**config.mk**
```make
export PLATFORM = sky130hd
export DESIGN_NAME = dct_block_sequencer
export DESIGN_NICKNAME = d
export VERILOG_FILES = /design/src/rtl/dct_block_sequencer.sv
export SDC_FILE = /design/constraint.sdc
export NUM_CORES = 1
export LEC_CHECK = 0
export ABC_AREA = 1
export BUFFER_PORTS_ARGS = -buffer_cell sky130_fd_sc_hd__buf_2
export CELL_PAD_IN_SITES_DETAIL_PLACEMENT = 0
export CELL_PAD_IN_SITES_GLOBAL_PLACEMENT = 2
export CORE_MARGIN = 1.5
export CORE_UTILIZATION = 41
export CTS_CLUSTER_SIZE = 25
export DETAILED_ROUTE_END_ITERATION = 10
export PLACE_DENSITY_LB_ADDON = 0.1
export SYNTH_ARGS = -nofsm -noshare
export SYNTH_HDL_FRONTEND = slang
export SYNTH_SLANG_ARGS = --single-unit
```
**constraint.sdc**
```tcl
create_clock -name clk -period 15.8 [get_ports clk]
set_clock_uncertainty 0.05 [all_clocks]
set_input_delay 1.58 -clock clk [delete_from_list [all_inputs] [get_ports clk]]
set_output_delay 1.58 -clock clk [all_outputs]
set_load 0.005 [all_outputs]
```
**src/rtl/dct_block_sequencer.sv**
```systemverilog
// Row-pass sequencer and transpose buffer for an 8x8 DCT block.
// Optional macro DCT_SEQ_PINGPONG_EN selects a double-buffered transpose store.
module dct_block_sequencer #(
    parameter int N_ROWS = 8,
    parameter int PIX_W  = 8,
    parameter int COEF_W = 12
) (
    input  logic                       clk,
    input  logic                       rst_n,
    input  logic                       in_valid,
    output logic                       in_ready,
    input  logic [N_ROWS*PIX_W-1:0]    in_data,
    input  logic                       cfg_dc_scale,
    output logic [N_ROWS*PIX_W-1:0]    core_data_in,
    output logic                       core_control,
    input  logic [N_ROWS*COEF_W-1:0]   core_data_out,
    output logic                       out_valid,
    input  logic                       out_ready,
    output logic [N_ROWS*COEF_W-1:0]   out_data,
    output logic                       out_last,
    output logic                       busy
);

    logic [COEF_W-1:0] row_elems [N_ROWS];
    logic              in_fire;
    logic              out_fire;
    logic [2:0]        row_cnt;
    logic [2:0]        col_cnt;

    assign core_data_in = in_data;
    assign in_fire      = in_valid && in_ready;
    assign out_fire     = out_valid && out_ready;
    assign out_last     = out_valid && (col_cnt == 3'd7);

    always_comb begin
        for (int j = 0; j < N_ROWS; j++) begin
            row_elems[j] = core_data_out[(N_ROWS-j)*COEF_W-1 -: COEF_W];
        end
    end

`ifndef DCT_SEQ_PINGPONG_EN

    typedef enum logic [1:0] {IDLE, LOAD, DRAIN} state_t;

    state_t            state_q;
    state_t            state_d;
    logic              dc_scale_q;
    logic [COEF_W-1:0] tbuf [N_ROWS][N_ROWS];

    always_comb begin
        state_d   = state_q;
        in_ready  = 1'b0;
        out_valid = 1'b0;
        unique case (state_q)
            IDLE: begin
                in_ready = 1'b1;
                if (in_valid) state_d = LOAD;
            end
            LOAD: begin
                in_ready = 1'b1;
                if (in_valid && row_cnt == 3'd7) state_d = DRAIN;
            end
            DRAIN: begin
                out_valid = 1'b1;
                if (out_ready && col_cnt == 3'd7) state_d = IDLE;
            end
            default: state_d = IDLE;
        endcase
    end

    // Both counters wrap 7->0, which is exactly the value each phase restarts at.
    always_ff @(posedge clk) begin
        if (!rst_n) begin
            state_q    <= IDLE;
            row_cnt    <= 3'd0;
            col_cnt    <= 3'd0;
            dc_scale_q <= 1'b0;
        end else begin
            state_q <= state_d;
            if (in_fire) begin
                row_cnt <= row_cnt + 3'd1;
                if (state_q == IDLE) dc_scale_q <= cfg_dc_scale;
            end
            if (out_fire) col_cnt <= col_cnt + 3'd1;
        end
    end

    always_ff @(posedge clk) begin
        if (in_fire) tbuf[row_cnt] <= row_elems;
    end

    always_comb begin
        out_data = '0;
        for (int r = 0; r < N_ROWS; r++) begin
            out_data[(N_ROWS-r)*COEF_W-1 -: COEF_W] = tbuf[r][col_cnt];
        end
    end

    assign core_control = (state_q == IDLE) ? cfg_dc_scale : dc_scale_q;
    assign busy         = (state_q != IDLE);

`else

    logic              wr_bank;
    logic              rd_bank;
    logic [1:0]        full;
    logic [1:0]        dc_scale_q;
    logic [COEF_W-1:0] tbuf [2][N_ROWS][N_ROWS];

    // A bank being filled is never full, so wr_bank==rd_bank never fires both sides.
    assign in_ready  = !full[wr_bank];
    assign out_valid = full[rd_bank];

    always_ff @(posedge clk) begin
        if (!rst_n) begin
            wr_bank    <= 1'b0;
            rd_bank    <= 1'b0;
            full       <= 2'b00;
            dc_scale_q <= 2'b00;
            row_cnt    <= 3'd0;
            col_cnt    <= 3'd0;
        end else begin
            if (in_fire) begin
                row_cnt <= row_cnt + 3'd1;
                if (row_cnt == 3'd0) dc_scale_q[wr_bank] <= cfg_dc_scale;
                if (row_cnt == 3'd7) begin
                    full[wr_bank] <= 1'b1;
                    wr_bank       <= ~wr_bank;
                end
            end
            if (out_fire) begin
                col_cnt <= col_cnt + 3'd1;
                if (col_cnt == 3'd7) begin
                    full[rd_bank] <= 1'b0;
                    rd_bank       <= ~rd_bank;
                end
            end
        end
    end

    always_ff @(posedge clk) begin
        if (in_fire) tbuf[wr_bank][row_cnt] <= row_elems;
    end

    always_comb begin
        out_data = '0;
        for (int r = 0; r < N_ROWS; r++) begin
            out_data[(N_ROWS-r)*COEF_W-1 -: COEF_W] = tbuf[rd_bank][r][col_cnt];
        end
    end

    assign core_control = (row_cnt == 3'd0) ? cfg_dc_scale : dc_scale_q[wr_bank];
    assign busy         = (|full) || (row_cnt != 3'd0);

`endif

endmodule

```
# Word-level counts from Yosys, hierarchy flattened

Memories as Yosys holds them, arrays and structs flattened.
Cells that the tools add are included.

Register bits after elaboration: 9
Bits in writable memories: 768
Input port bits: 165
Logic and storage cells: 58
Memories: 1

Add/subtract/negate cells: 2
$lt $le $gt $ge: 1
Equal/unequal tests: 7
Mux-type cells: 33
Bitwise logic cells: 1
Reduce and logical (&&, ||, !) cells: 9

Memories:

| name | depth | bits a word | read ports | clocked after memory_dff | write ports | RTL line | RTL |
|---|---|---|---|---|---|---|---|
| tbuf | 8     | 96          | 8          | 0                        | 1           | 48       | `logic [COEF_W-1:0] tbuf [N_ROWS][N_ROWS];` |

Operators with widths:

| kind                  | number |
|---|---|
| $bmux W12 S3          | 8 |
| $mux W12              | 16 |
| $add A3 B1 Y3 const B | 2 |
| $eq A3 B3 Y1 const B  | 2 |
| $mux W2               | 3 |
| $ne A2 B2 Y1 const B  | 3 |
| $pmux W2 S3           | 1 |
| $logic_and A1 B1 Y1   | 5 |
| $mux W1               | 5 |
| $ge A4 B4 Y1 const B  | 1 |
| $not A3 Y4            | 1 |
| $reduce_and A3 Y1     | 1 |
| $eq A2 B1 Y1 const B  | 1 |
| $eq A2 B2 Y1 const B  | 1 |
| $logic_not A2 Y1      | 1 |
| $reduce_bool A2 Y1    | 1 |
| $reduce_or A2 Y1      | 1 |

# Logic depth before layout (Yosys ltp)

Word-level depth: 6
Depth in mapped cells: 9
Gate-level depth less buffers: 6

# Least setup slack after synthesis

No wires, ideal clock.

Kind: input to register
From: input in_valid
To: memory tbuf[0][0] in the netlist's numbering, enable pin
Data arrival time: 5881 ps
Required time: 15198 ps
Slack: 9318 ps
Stages on the path: 4
Path buffers: 0
Cells stage by stage: inv_1 nor2_1 nand2_1 nor2_1

Longest elaborated chain between the ends: 3

RTL lines:

| what                          | RTL line | RTL |
|---|---|---|
| start: declaration            | 10       | `input logic in_valid,` |
| $logic_and A1 B1 Y1           | 31       | `assign in_fire = in_valid && in_ready;` |
| $mux W1                       | 89       | `if (in_fire) tbuf[row_cnt] <= row_elems;` |
| $mux W1 (not written as such) | 89       |  |
| end: declaration              | 48       |  |

No other way between the ends.

# Final worst setup path

From: register col_cnt[1]
To: output out_data[4]

Longest elaborated chain between the ends: 4

RTL lines:

| what                                        | RTL line | RTL |
|---|---|---|
| start: declaration                          | 28       | `logic [2:0] col_cnt;` |
| start signal: assignment                    | 84       | `if (out_fire) col_cnt <= col_cnt + 3'd1;` |
| $not A3 Y4 (not written as such)            | 95       | `out_data[(N_ROWS-r)*COEF_W-1 -: COEF_W] = tbuf[r][col_cnt];` |
| $bmux W12 S3                                | 95       |  |
| $mux W12 (not written as such) (2 in a row) | 95       |  |
| end: declaration                            | 19       | `output logic [N_ROWS*COEF_W-1:0] out_data,` |

No other way between the ends. The select of a mux whose other input is x is not followed.

==> reports/results.txt <==
Netlist cell types = 17
Synthesized flop and latch total = 777
RR Endpoint = tbuf[1][7]$_DFFE_PP_
Antenna Nets Post-Route = 0
Largest net degree at the start of global routing = 195
Root buffer cell = clkbuf_16
Initial Utilization = 0.413
I/O pin cnt = 330
CTS Buf Count = 88
Die Wd = 293 um
Slew @ Worst Pin = 1340 ps
First-pass GRT wire length = 158000 um
Syn nets = 3620
Worst hold path class = reg2reg
Final hold vios = 0
Number of vias per cell = 4.90
Fin. max-slew vios = 0
CP Class = reg2out
CP Capture Type = primary output
Layout cells sized above 1 = 0.0972
Outcome = finished, final reports clean
Setup bufs post-CTS = 0
CP arrival = 3860 ps
Area grow syn2layout = 11.4%
CTS Hold Bufs = 0
PortBufs = 201
Residual DRC = 0
Gpl congestion = 0.815
Reg2Reg Setup Slack = 12470 ps
Area leader, netlist = edfxtp_1
Mapped cell area = 0.0344 mm^2
# fillers = 7922
Routed WL per cell = 23.8 um
Number of synthesized flops with an enable pin = 768
CTS tree = built
Cell Rows = 106
Top_reg_cell synth = edfxtp_1
Synth top area cells = edfxtp_1 67%, nand2_1 14%, inv_1 8.5%
CP max FO = 63
Seq. cell area = 0.0233 mm^2
Relative slew margins = 0.109
Initial antenna violation count = 15
R2r startpoint = state_q[1]$_SDFFE_PN0P_
Wirelength, routed = 112000 um
WHS = 443 ps
Max Cap Viol = 0
Multi-input logic area = 0.00691 mm^2
Post-DP HPWL = 68900 um
Crit start category = flip-flop
Sink Count = 777
Hold_sp = row_cnt[0]$_SDFFE_PN0P_
Leak = 17.5 nW
Pwr per Cell Area = 123 mW/mm^2
Max VDD drop = 98.9 uV
Synth warnings = 0
FMAX = 0.182 GHz
Vias in the first global route = 21300
Tcrit/Tclk final = 0.348
Total gr overflow = 0
Top-count cell post-synth = nand2_1
Vias post-DR = 23100
Overall power = 4.70 mW
Fin crit period = 5490 ps
Worst Hold End = row_cnt[0]$_SDFFE_PN0P_
H-tree levels = 3
Clk pin slew, worst setup/hold paths = 60 ps
Worst-case reg-to-reg path depth = 7
Iteration-0 DRC Markers = 2159
CP startpoint = col_cnt[1]$_SDFFE_PN0P_
NumNets Final = 3728
Die footprint = 0.0856 mm^2
Worst EP required = 14170 ps
Share of the synthesized area in the top cell type = 0.671
Hold Crit Depth = 2
Avg Cell Area, Syn = 9.96 um^2
Die H = 293 um
Synth Instances = 3451
Worst-skew pair later-pin latency = 630 ps
Pre-CTS setup slack = 10910 ps
Synth top cells by count = 1261 x nand2_1, 778 x inv_1, 768 x edfxtp_1, 388 x nand3_1, 92 x buf_2
Fraction of registers with async set or reset after synthesis = 0
Register area share after synthesis = 0.676
Final worst slack = 10310 ps
Final setup violation count = 0
TNS Setup = 0 ps
Clock tree buffer depth = 3
1st-pass router iterations = 5
GRT Total Usage = 0.261
Cts repair resizes = 0
Core Footprint = 0.0833 mm^2
RSZ-0062 raised after global routing = false
Layout Utilization = 0.460
## layout by cell type, fill, tap and decap left out, types with 3 or more instances in the layout
cell and n:
a21oi_1 8, buf_2 201, buf_4 28, clkbuf_1 28
clkbuf_16 91, clkinv_1 18, clkinv_2 12, dfxtp_1 6
dfxtp_4 3, diode_2 4, edfxtp_1 768, ha_1 4
inv_1 777, inv_6 4, nand2_1 1261, nand3_1 388
nor2_1 6, nor2_4 8, o21ai_0 6
## critical path, cell delays in order (launching register included)
cell and delay (ps):
dfxtp_4 640, buf_4 760, buf_4 890, nand3_1 170
nand2_1 110, nand2_1 80, nand2_1 260, buf_2 170
## layout make-up
class	instances	share of cell area
tap	1080	0.0353
timing repair buffer	230	0.0323
sequential	777	0.607
multi-input combinational	1682	0.180
clock buffer	119	0.0622
clock inverter	35	0.00565
antenna	4	0.000261
inverter	780	0.0769
## cells by family (layout without fill, tap and decap cells)
family,count (synthesis),after routing,synth area share
compound gates,14,14,0.00204
fa+ha+maj,4,4,0.00146
buf+inv,992,1164,0.125
flops,777,777,0.676
other cells,0,4,0
simple gates,1664,1664,0.196
## metal layers
metal	track usage	routed length [um]
met2	0.417	52400
met5	0	36
met1	0.376	49800
met4	0.0679	2690
met3	0.0356	7020
## flip-flops by register name, summed over array words and instances, names as in the netlist
register / count
col_cnt: 3
tbuf: 768
state_q: 2
row_cnt: 3
dc_scale_q: 1
## stage by stage
step / std cells / cell area (um^2)
3_3_place_gp: 4549 / 35700
6_report: 4707 / 38300
2_1_floorplan: 3451 / 34400
3_5_place_dp: 4549 / 35700
5_1_grt: 4704 / 38300
4_1_cts: 4703 / 38300
## how the worst max path moves through the flow
stage | to | slack (ps) | depth (start not counted)
4_1_cts | out_data[4] | 10210 | 7
3_5_place_dp | out_data[39] | 10910 | 9
3_3_place_gp | out_data[39] | 10890 | 9
2_1_floorplan | tbuf[0][0]$_DFFE_PP_ | 9320 | 4
5_1_grt | out_data[41] | 10110 | 7
6_report | out_data[4] | 10310 | 7
## where the power goes
part	leakage [nW]	switching (mW)	internal, mW
sequential	7.04	0.0197	2.34
clock	1.27	0.813	1.08
combinational	9.19	0.338	0.107
Note: power is estimated with default switching activity, not from simulation.
